===== config.mk =====
export PLATFORM = sky130hd
export DESIGN_NAME = serial_add_seq
export DESIGN_NICKNAME = d
export VERILOG_FILES = /design/src/rtl/serial_add_seq.sv
export SDC_FILE = /design/constraint.sdc
export NUM_CORES = 1
export LEC_CHECK = 0
export CORE_UTILIZATION = 55
export DETAILED_ROUTE_END_ITERATION = 7
export PLACE_DENSITY_LB_ADDON = 0.1
export SLEW_MARGIN = 20
export SYNTH_ARGS = -nofsm -noshare
export SYNTH_HDL_FRONTEND = slang
export SYNTH_SLANG_ARGS = --single-unit

===== constraint.sdc =====
create_clock -name clk -period 2.85 [get_ports clk]
set_input_delay 0.57 -clock clk [delete_from_list [all_inputs] [get_ports clk]]
set_output_delay 0.57 -clock clk [all_outputs]
set_load 0.005 [all_outputs]

===== src/rtl/serial_add_seq.sv =====
// serial_add_seq: bit-serial adder built on one FullAdder_P cell, reused LSB first.
// Ports: clk, rst_n (async, active low); start, A, B, Cin capture an operation in IDLE;
//        busy (RUN/DONE), done (one-cycle result strobe); S, Cout, P_all, V registered results.
module FullAdder_P (
    input  logic a,
    input  logic b,
    input  logic ci,
    output logic s,
    output logic p,
    output logic co
);
    assign p  = a ^ b;
    assign s  = p ^ ci;
    assign co = (a & b) | (p & ci);
endmodule

module serial_add_seq #(
    parameter int WIDTH = 8
) (
    input  logic             clk,
    input  logic             rst_n,
    input  logic             start,
    input  logic [WIDTH-1:0] A,
    input  logic [WIDTH-1:0] B,
    input  logic             Cin,
    output logic             busy,
    output logic             done,
    output logic [WIDTH-1:0] S,
    output logic             Cout,
    output logic             P_all,
    output logic             V
);
    localparam int CW = $clog2(WIDTH);
    localparam logic [CW-1:0] LAST = CW'(WIDTH - 1);
    localparam logic [1:0] IDLE = 2'd0;
    localparam logic [1:0] RUN  = 2'd1;
    localparam logic [1:0] DONE = 2'd2;

    logic [1:0]       state_q, state_d;
    logic [WIDTH-1:0] a_q, a_d, b_q, b_d, sum_q, sum_d, s_q, s_d;
    logic [CW-1:0]    cnt_q, cnt_d;
    logic             c_q, c_d, p_q, p_d, co_q, co_d, pall_q, pall_d, v_q, v_d;
    logic             fa_s, fa_p, fa_co;

    FullAdder_P u_fa (.a(a_q[0]), .b(b_q[0]), .ci(c_q), .s(fa_s), .p(fa_p), .co(fa_co));

    always_comb begin
        state_d = state_q;
        a_d     = a_q;
        b_d     = b_q;
        c_d     = c_q;
        p_d     = p_q;
        cnt_d   = cnt_q;
        sum_d   = sum_q;
        s_d     = s_q;
        co_d    = co_q;
        pall_d  = pall_q;
        v_d     = v_q;
        case (state_q)
            IDLE: if (start) begin
                state_d = RUN;
                a_d     = A;
                b_d     = B;
                c_d     = Cin;
                p_d     = 1'b1;
                cnt_d   = '0;
            end
            RUN: begin
                // Operands shift right so the cell always sees bit cnt at position 0;
                // result bits enter at the MSB and reach their place after WIDTH shifts.
                a_d   = a_q >> 1;
                b_d   = b_q >> 1;
                c_d   = fa_co;
                p_d   = p_q & fa_p;
                cnt_d = cnt_q + 1'b1;
                sum_d = {fa_s, sum_q[WIDTH-1:1]};
                if (cnt_q == LAST) begin
                    state_d = DONE;
                    s_d     = sum_d;
                    co_d    = fa_co;
                    pall_d  = p_d;
                    // c_q is still the carry entering the MSB at this edge
                    v_d     = c_q ^ fa_co;
                end
            end
            default: state_d = IDLE;
        endcase
    end

    always_ff @(posedge clk or negedge rst_n) begin
        if (!rst_n) begin
            state_q <= IDLE;
            a_q     <= '0;
            b_q     <= '0;
            c_q     <= 1'b0;
            p_q     <= 1'b0;
            cnt_q   <= '0;
            sum_q   <= '0;
            s_q     <= '0;
            co_q    <= 1'b0;
            pall_q  <= 1'b0;
            v_q     <= 1'b0;
        end else begin
            state_q <= state_d;
            a_q     <= a_d;
            b_q     <= b_d;
            c_q     <= c_d;
            p_q     <= p_d;
            cnt_q   <= cnt_d;
            sum_q   <= sum_d;
            s_q     <= s_d;
            co_q    <= co_d;
            pall_q  <= pall_d;
            v_q     <= v_d;
        end
    end

    assign busy  = state_q != IDLE;
    assign done  = state_q == DONE;
    assign S     = s_q;
    assign Cout  = co_q;
    assign P_all = pall_q;
    assign V     = v_q;
endmodule


==> reports/summary.txt, run 1 <==
# setup viols final = 0
fillers = 235
CTS hold repair buffers = 0
Final Critical Period = 2370 ps
total number of H-tree levels = 2
Post-Syn Area per Cell = 11.0 sq um
drt pass-1 iters = 4
unrepaired setup endpoints after global routing = false
Post-synth EDFFs = 0
Post-synth top cells = dfrtp_1 (41), nand2_1 (27), nor2_1 (23), a211oi_2 (10), nor3_1 (10)
Synth Flop Type = dfrtp_1
number of cells on the critical path = 3
routed vias = 1317
post_cts resized = 0
Vias per Instance = 5.40
asr flop ratio synth = 100%
status = completed
Startpoint Class = register
cell with the most instances after synthesis = dfrtp_1
worst-margin pin slew = 859 ps
gpl congestion = 0.785
synth-to-layout area growth = 21.9%
FF-to-FF End = cnt_q[2]$_DFFE_PN0P_
Slowest Stage Delay on Critical Path = 560 ps
worst min path class = in2async
Layout Nets = 223
CTS tree = built
CP startpoint = state_q[1]$_DFFE_PN0P_
diodes inserted = 0
vias in the first global route = 1256
HPWL after DPL = 2.39 mm
leak pwr = 0.993 nW
Ports = 33
Worst-Skew Late Latency = 350 ps
CP max-delay cell = dfrtp_1
first-pass GRT wire length = 5.56 mm
MaxCap Viol Count = 0
core box area = 3130 sq um
Root Buffer = clkbuf_4
max-slew violations = 0
cell taking the most area after synthesis = dfrtp_1
Die Area = 3620 sq um
largest net degree at the start of global routing = 42
Achievable Freq = 0.422 GHz
Worst Reg-to-Reg Cells = 3
Site Rows = 20
fin crit share = 83.2%
Fin. Hold Viols = 0
Die Ht = 60.2 um
Setup Skew = 7.24 ps
IR drop worst, VDD = 587 uV
DRC viols = 0
worst r2r src = state_q[0]$_DFFE_PN0P_
syn_nets = 193
area of the multi-input gates = 767 sq um
total grt overflow = 0
Ys Warns = 0
drt total wl = 3.33 mm
TritonCTS Buffers = 5
chip width = 60.2 um
critical path class = reg2out
I/O Buffers = 32
total negative slack = 0 ps
worst rel slew slack = 42.7%
flop-to-flop setup slack = 1040 ps
CTS clk-pin slew, worst paths = 120 ps
WL/cell = 13.6 um
crit path DAT = 1800 ps
post-route ant nets = 0
Synth top area share = 55.1%
Clock Sinks = 41
Crit. End Element = output port
worst-case clock buffer depth = 2
Cell Area, Synth = 1860 sq um
post-synthesis sequential element count = 41
share of layout cells above drive strength 1 = 15.5%
crit-path leading delay family = flip-flops
initial antenna violation count = 0
Gate Count Post-Synth = 169
# Post-CTS Setup Buffers = 0
placed cell areas = 2190 sq um
sequential area share after synthesis = 55.1%
CP Cell Sequence = nor2_1 -> inv_1 -> clkdlybuf4s50_1
All-Layer GR Usage = 21.8%
Reg area = 1030 sq um
drt initial violations = 23
Initial Util = 59.6%
total power density per cell area = 1020 nW/um^2
post-synth cell types = 23
Finished Cell Area = 2270 sq um
CP max FO = 16
top cells by area, synth = dfrtp_1 (55%), a211oi_2 (6.7%), nand2_1 (5.4%)
required time worst endpoint = 2280 ps
sum of buffers and inverters on the critical path = 2
worst setup path endpoint = busy
[cell families after synthesis]
group           Yosys count  synth area share, %
buf+inv                  13                 3.76
compound gates           29                 14.3
flops                    41                 55.1
mux                       9                 5.44
xor+xnor                  1                0.470
simple gates             72                 17.9
fa+ha+maj                 4                 3.09
[state kept, by name, indices dropped and copies added (netlist names), 2 cells and up]
name,cells
S,8
a_q,8
b_q,8
cnt_q,3
state_q,2
sum_q,7
[worst min-delay path by stage]
stage	start	end	slack, ps	cells past startpoint
2_1_floorplan	rst_n	Cout$_DFFE_PN0P_	270	0
3_3_place_gp	sum_q[1]$_DFFE_PN0P_	sum_q[1]$_DFFE_PN0P_	460	2
3_5_place_dp	P_all$_DFFE_PN0P_	P_all$_DFFE_PN0P_	480	2
4_1_cts	rst_n	S[3]$_DFFE_PN0P_	340	1
5_1_grt	rst_n	S[5]$_DFFE_PN0P_	390	1
6_report	rst_n	S[7]$_DFFE_PN0P_	320	1
[routing by layer]
layer,routed length [um],global-route usage [%],vias up
li1,-,-,642
met1,1490,26.6,641
met2,1660,35.2,29
met3,137,7.14,5
met4,42,9.30,0
met5,0,0,-
[where the power goes]
| part | switching (mW) | internal (mW) |
|---|---|---|
| Combinational | 0.400 | 0.495 |
| Clock | 0.185 | 0.210 |
| Sequential | 0.186 | 0.846 |
[cell type report]
cell class / count / share of cell area (%)
clock inverters: 1 / 1.32
multi-input cells: 115 / 33.8
inverters: 2 / 0.331
repair buffers: 34 / 14.5
well taps: 44 / 2.42
flip-flops and latches: 41 / 45.2
clock buffers: 7 / 2.42
[metrics by stage]
stage	setup slack (ps)	utilization (%)	hold WS (ps)	total power, mW	instances
after detailed placement	839	69.9	478	1.96	236
after global routing	371	72.6	388	2.49	244
final	480	72.6	316	2.32	244
after CTS	475	72.6	344	2.35	244
after global placement	874	69.9	458	1.91	236
after floorplan	1340	-	274	1.65	169
[cells in the final DEF, fill, tap and decap left out, types with 4 or more instances in the layout]
cell,instances
o221a_2,5
clkbuf_4,5
mux2_2,4
o21ai_0,9
nor3_1,10
mux2_1,5
nand3b_1,5
dfrtp_1,41
a211oi_2,10
nor2_1,23
nand2_1,27
clkdlybuf4s50_1,31
Note: power is estimated with default switching activity, not from simulation.
==> run 2, diff against run 1 <==
CORE_UTILIZATION = 52   (was 55)
clock period = 2.44 ns   (was 2.85 ns; I/O delays follow)
==> run 2 against run 1 <==
Compared with the run above: wire length is 0.57% higher; critical path type unchanged; non-clock buffer count stayed put; power is 13% higher; combinational power is 20% higher; largest cell class unchanged; sequential power is 15% higher; via count is 0.30% higher; die area is 5.6% higher; design area is 0.55% lower; setup slack worse by 230 ps; critical path depth stayed put; final cell count is 0.82% higher; hold slack worse by 69 ps.
==> reports/summary.txt, run 2 (same netlist as run 1, synthesis figures left out) <==
IR drop worst, VDD = 658 uV (was 587 uV)
placed cell areas = 2190 sq um (about the same)
non-filler cells, final = 246 (was 244)
commonest cells after routing, fill and taps aside = dfrtp_1 (41), clkdlybuf4s50_1 (31), nand2_1 (27) (unchanged)
leak pwr = 0.989 nW (was 0.993 nW)
flop-to-flop setup slack = 900 ps (was 1040 ps)
total power density per cell area = 1170 nW/um^2 (was 1020 nW/um^2)
crit-path leading delay family = buffers and inverters (was flip-flops)
Clock Sinks = 41 (unchanged)
# Post-CTS Setup Buffers = 0 (unchanged)
CP max FO = 31 (was 16)
CP max-delay cell = clkdlybuf4s50_1 (was dfrtp_1)
post_cts resized = 0 (unchanged)
total grt overflow = 0 (unchanged)
DRC viols = 0 (unchanged)
CP Cell Sequence = buf_4 -> nor2b_1 -> clkdlybuf4s50_1 (was nor2_1 -> inv_1 -> clkdlybuf4s50_1)
CP startpoint = state_q[1]$_DFFE_PN0P_ (unchanged)
required time worst endpoint = 1950 ps (was 2280 ps)
number of cells on the critical path = 3 (unchanged)
Fin. Hold Viols = 0 (unchanged)
worst setup path endpoint = done (was busy)
I/O Buffers = 32 (unchanged)
Worst Reg-to-Reg Cells = 3 (unchanged)
worst rel slew slack = 42.3% (was 42.7%)
HPWL after DPL = 2.35 mm (was 2.39 mm)
initial antenna violation count = 0 (unchanged)
sum of buffers and inverters on the critical path = 2 (unchanged)
Worst-Skew Late Latency = 340 ps (was 350 ps)
Root Buffer = clkbuf_4 (unchanged)
Crit. End Element = output port (unchanged)
worst min path class = in2async (unchanged)
chip width = 61.9 um (was 60.2 um)
max-slew violations = 0 (unchanged)
total number of H-tree levels = 2 (unchanged)
critical path class = reg2out (unchanged)
total negative slack = 0 ps (unchanged)
Site Rows = 21 (was 20)
TritonCTS Buffers = 5 (unchanged)
worst-case clock buffer depth = 2 (unchanged)
synth-to-layout area growth = 21.2% (was 21.9%)
crit path DAT = 1700 ps (was 1800 ps)
drt pass-1 iters = 4 (unchanged)
routed vias = 1321 (was 1317)
Setup Skew = 8.20 ps (was 7.24 ps)
drt initial violations = 68 (was 23)
diodes inserted = 0 (unchanged)
WL/cell = 13.6 um (about the same)
# placed instances = 238 (was 236)
worst-margin pin slew = 866 ps (was 859 ps)
drt total wl = 3.35 mm (was 3.33 mm)
vias in the first global route = 1286 (was 1256)
# setup viols final = 0 (unchanged)
Ports = 33 (unchanged)
Finished Cell Area = 2260 sq um (was 2270 sq um)
Die Area = 3830 sq um (was 3620 sq um)
post-route ant nets = 0 (unchanged)
worst r2r src = state_q[0]$_DFFE_PN0P_ (unchanged)
largest net degree at the start of global routing = 42 (unchanged)
first-pass GRT wire length = 5.62 mm (was 5.56 mm)
status = completed (unchanged)
Startpoint Class = register (unchanged)
Die Ht = 61.9 um (was 60.2 um)
Achievable Freq = 0.457 GHz
Place WS = 481 ps (was 839 ps)
Layout Nets = 223 (unchanged)
unrepaired setup endpoints after global routing = false (unchanged)
FF-to-FF End = cnt_q[2]$_DFFE_PN0P_ (unchanged)
share of layout cells above drive strength 1 = 16.0% (was 15.5%)
gpl congestion = 0.810 (was 0.785)
Worst Setup Slack, final = 251 ps (was 480 ps)
MaxCap Viol Count = 0 (unchanged)
Vias per Instance = 5.37 (was 5.40)
Final Critical Period = 2190 ps
most common cell after layout, fill and taps aside = dfrtp_1 (unchanged)
Initial Util = 55.0% (was 59.6%)
Slowest Stage Delay on Critical Path = 510 ps (was 560 ps)
All-Layer GR Usage = 20.6% (was 21.8%)
core box area = 3390 sq um (was 3130 sq um)
fin crit share = 89.7%
CTS tree = built (unchanged)
CTS clk-pin slew, worst paths = 120 ps (about the same)
CTS hold repair buffers = 0 (unchanged)
-- run 2: final cells by class --
cell class	instances	area, sq um
fillers	278	1130
flip-flops and latches	41	1030
multi-input cells	115	767
repair buffers	34	330
clock buffers	7	65.1
well taps	46	57.6
inverters	2	7.51
clock inverters	1	5.00
-- run 2: metal layers --
layer | share of wire [%] | GRT usage, % | wire length, um
met1 | 44 | 24.1 | 1460
met2 | 52 | 36.3 | 1730
met3 | 3.2 | 6.21 | 108
met4 | 1.3 | 6.67 | 42
met5 | 0 | 0 | 0
-- run 2: worst min-delay path by stage --
stage	start	endpoint	slack, ps	depth (start not counted)
floorplan	rst_n	Cout$_DFFE_PN0P_	190	0
finish	rst_n	S[5]$_DFFE_PN0P_	250	1
CTS	rst_n	S[6]$_DFFE_PN0P_	280	1
global route	rst_n	S[3]$_DFFE_PN0P_	300	1
global placement	sum_q[1]$_DFFE_PN0P_	sum_q[1]$_DFFE_PN0P_	460	2
detailed placement	sum_q[1]$_DFFE_PN0P_	sum_q[1]$_DFFE_PN0P_	470	2
-- run 2: power breakdown --
group	leakage [nW]	switching (mW)	internal [mW]
clock	0.0413	0.213	0.167
combinational	0.453	0.494	0.580
sequential	0.495	0.190	0.989
-- run 2: stage by stage --
stage | power, mW | hold slack [ps] | utilization (%)
floorplan | 1.92 | 192 | -
global placement | 2.23 | 459 | 64.6
detailed placement | 2.29 | 466 | 64.6
CTS | 2.67 | 275 | 66.6
global route | 2.87 | 297 | 66.6
finish | 2.63 | 247 | 66.6
==> run 3, diff against run 2 <==
CORE_UTILIZATION = 50   (was 52)
==> run 3 against run 2 <==
Compared with the run above: count of clock-buffer cells in the layout unchanged; combinational power about the same; sequential share of layout area decreased by 1.1 points; critical path depth unchanged; maximum frequency increased by 1.4%; utilization increased by 0.55 points; final cell count increased by 0.41%; hold slack improved by 72 ps; non-clock buffer count increased by 1; clock power increased by 46%; sequential power about the same; die area increased by 3.9%.
==> reports/summary.txt, run 3 (same netlist as run 1, synthesis figures left out) <==
status = completed (unchanged)
post_cts resized = 0 (unchanged)
Ports = 33 (unchanged)
critical path class = reg2out (unchanged)
Final Critical Period = 2160 ps (was 2190 ps)
Fin. Hold Viols = 0 (unchanged)
crit path DAT = 1670 ps (was 1700 ps)
total power density per cell area = 1220 nW/um^2 (was 1170 nW/um^2)
gpl congestion = 0.745 (was 0.810)
share of layout cells above drive strength 1 = 15.9% (was 16.0%)
WL/cell = 13.9 um (was 13.6 um)
Worst Reg-to-Reg Cells = 3 (unchanged)
WHS = 319 ps (was 247 ps)
synth-to-layout area growth = 24.1% (was 21.2%)
TritonCTS Buffers = 5 (unchanged)
routed vias = 1328 (was 1321)
total grt overflow = 0 (unchanged)
worst rel slew slack = 41.1% (was 42.3%)
met2 Resource Use GR = 33.9% (was 36.3%)
GRT busiest layer = met2 (unchanged)
max-slew violations = 0 (unchanged)
CTS clk-pin slew, worst paths = 70 ps (was 120 ps)
fin crit share = 88.5% (was 89.7%)
drt initial violations = 53 (was 68)
diodes inserted = 0 (unchanged)
worst min path class = in2async (unchanged)
Crit. End Element = output port (unchanged)
CP startpoint = state_q[1]$_DFFE_PN0P_ (unchanged)
vias in the first global route = 1280 (was 1286)
Clock Sinks = 41 (unchanged)
Root Buffer = clkbuf_8 (was clkbuf_4)
FF-to-FF End = a_q[6]$_DFFE_PN0P_ (was cnt_q[2]$_DFFE_PN0P_)
IR drop worst, VDD = 603 uV (was 658 uV)
Setup Skew = 1.16 ps (was 8.20 ps)
chip width = 63.0 um (was 61.9 um)
Layout Nets = 224 (was 223)
CP max FO = 12 (was 31)
Startpoint Class = register (unchanged)
HPWL after DPL = 2.38 mm (was 2.35 mm)
core box area = 3440 sq um (was 3390 sq um)
drt pass-1 iters = 4 (unchanged)
Initial Util = 54.1% (was 55.0%)
Site Rows = 21 (unchanged)
first-pass GRT wire length = 5.91 mm (was 5.62 mm)
# setup viols final = 0 (unchanged)
I/O Buffers = 32 (unchanged)
CTS hold repair buffers = 0 (unchanged)
Die Ht = 63.0 um (was 61.9 um)
worst setup path endpoint = busy (was done)
worst r2r src = state_q[1]$_DFFE_PN0P_ (was state_q[0]$_DFFE_PN0P_)
total negative slack = 0 ps (unchanged)
MaxCap Viol Count = 0 (unchanged)
flop-to-flop setup slack = 780 ps (was 900 ps)
Worst-Skew Late Latency = 280 ps (was 340 ps)
global routing usage on met3 = 5.47% (was 6.21%)
DRC viols = 0 (unchanged)
met1 Use GR = 24.1% (about the same)
CTS tree = built (unchanged)
# Post-CTS Setup Buffers = 0 (unchanged)
Achievable Freq = 0.463 GHz (was 0.457 GHz)
drt total wl = 3.44 mm (was 3.35 mm)
initial antenna violation count = 0 (unchanged)
leak pwr = 1.01 nW (was 0.989 nW)
All-Layer GR Usage = 19.6% (was 20.6%)
largest net degree at the start of global routing = 42 (unchanged)
required time worst endpoint = 1950 ps (about the same)
Die Area = 3970 sq um (was 3830 sq um)
Vias per Instance = 5.38 (was 5.37)
worst-margin pin slew = 883 ps (was 866 ps)
post-route ant nets = 0 (unchanged)
worst-case clock buffer depth = 2 (unchanged)
total number of H-tree levels = 2 (unchanged)
most common cell after layout, fill and taps aside = dfrtp_1 (unchanged)
commonest cells after routing, fill and taps aside = dfrtp_1 (41), clkdlybuf4s50_1 (31), nand2_1 (27) (unchanged)
unrepaired setup endpoints after global routing = false (unchanged)
==> run 3: cell types whose count changed in the layout (fill, tap and decap cells not counted), sizes merged <==
cell,delta
bufinv,+1
clkinv,-1
buf,+1
==> run 3: worst min path at each step <==
stage                               from                    to  slack (ps)  depth (start not counted)
finish                             rst_n      S[6]$_DFFE_PN0P_         320                          1
global placement    sum_q[1]$_DFFE_PN0P_  sum_q[1]$_DFFE_PN0P_         460                          2
global route                       rst_n      S[6]$_DFFE_PN0P_         380                          1
detailed placement  sum_q[1]$_DFFE_PN0P_  sum_q[1]$_DFFE_PN0P_         470                          2
CTS                                rst_n      S[6]$_DFFE_PN0P_         350                          1
floorplan                          rst_n      Cout$_DFFE_PN0P_         190                          0
==> run 3: report_power, final <==
group	internal, mW	switching [mW]
clock network	0.333	0.219
registers	0.991	0.207
logic	0.590	0.489
==> run 3: final cells by class <==
cell class / count / area, sq um
well taps: 46 / 57.6
multi-input cells: 115 / 767
fillers: 264 / 1130
clock buffers: 7 / 86.3
clock inverters: 1 / 30.0
repair buffers: 35 / 338
inverters: 2 / 7.51
flip-flops and latches: 41 / 1030
==> run 3: worst max-delay path, cell delays in order (launching register included) <==
cell             delay [ps]
dfrtp_1                 500
nor2_1                  360
inv_1                    70
clkdlybuf4s50_1         450
==> run 3: routing by layer <==
metal	wire length (um)	vias to the layer above
li1	-	639
met2	1830	26
met5	0	-
met4	11	0
met3	119	2
met1	1490	661
==> run 3: stage by stage <==
stage	power, mW	std cells	setup WS [ps]	instance area [sq um]	util, %
2_1_floorplan	1.92	169	927	1860	-
3_3_place_gp	2.24	239	537	2200	63.8
3_5_place_dp	2.31	239	470	2200	63.8
4_1_cts	2.87	247	274	2310	67.2
5_1_grt	3.05	247	149	2310	67.2
6_report	2.83	247	281	2310	67.2
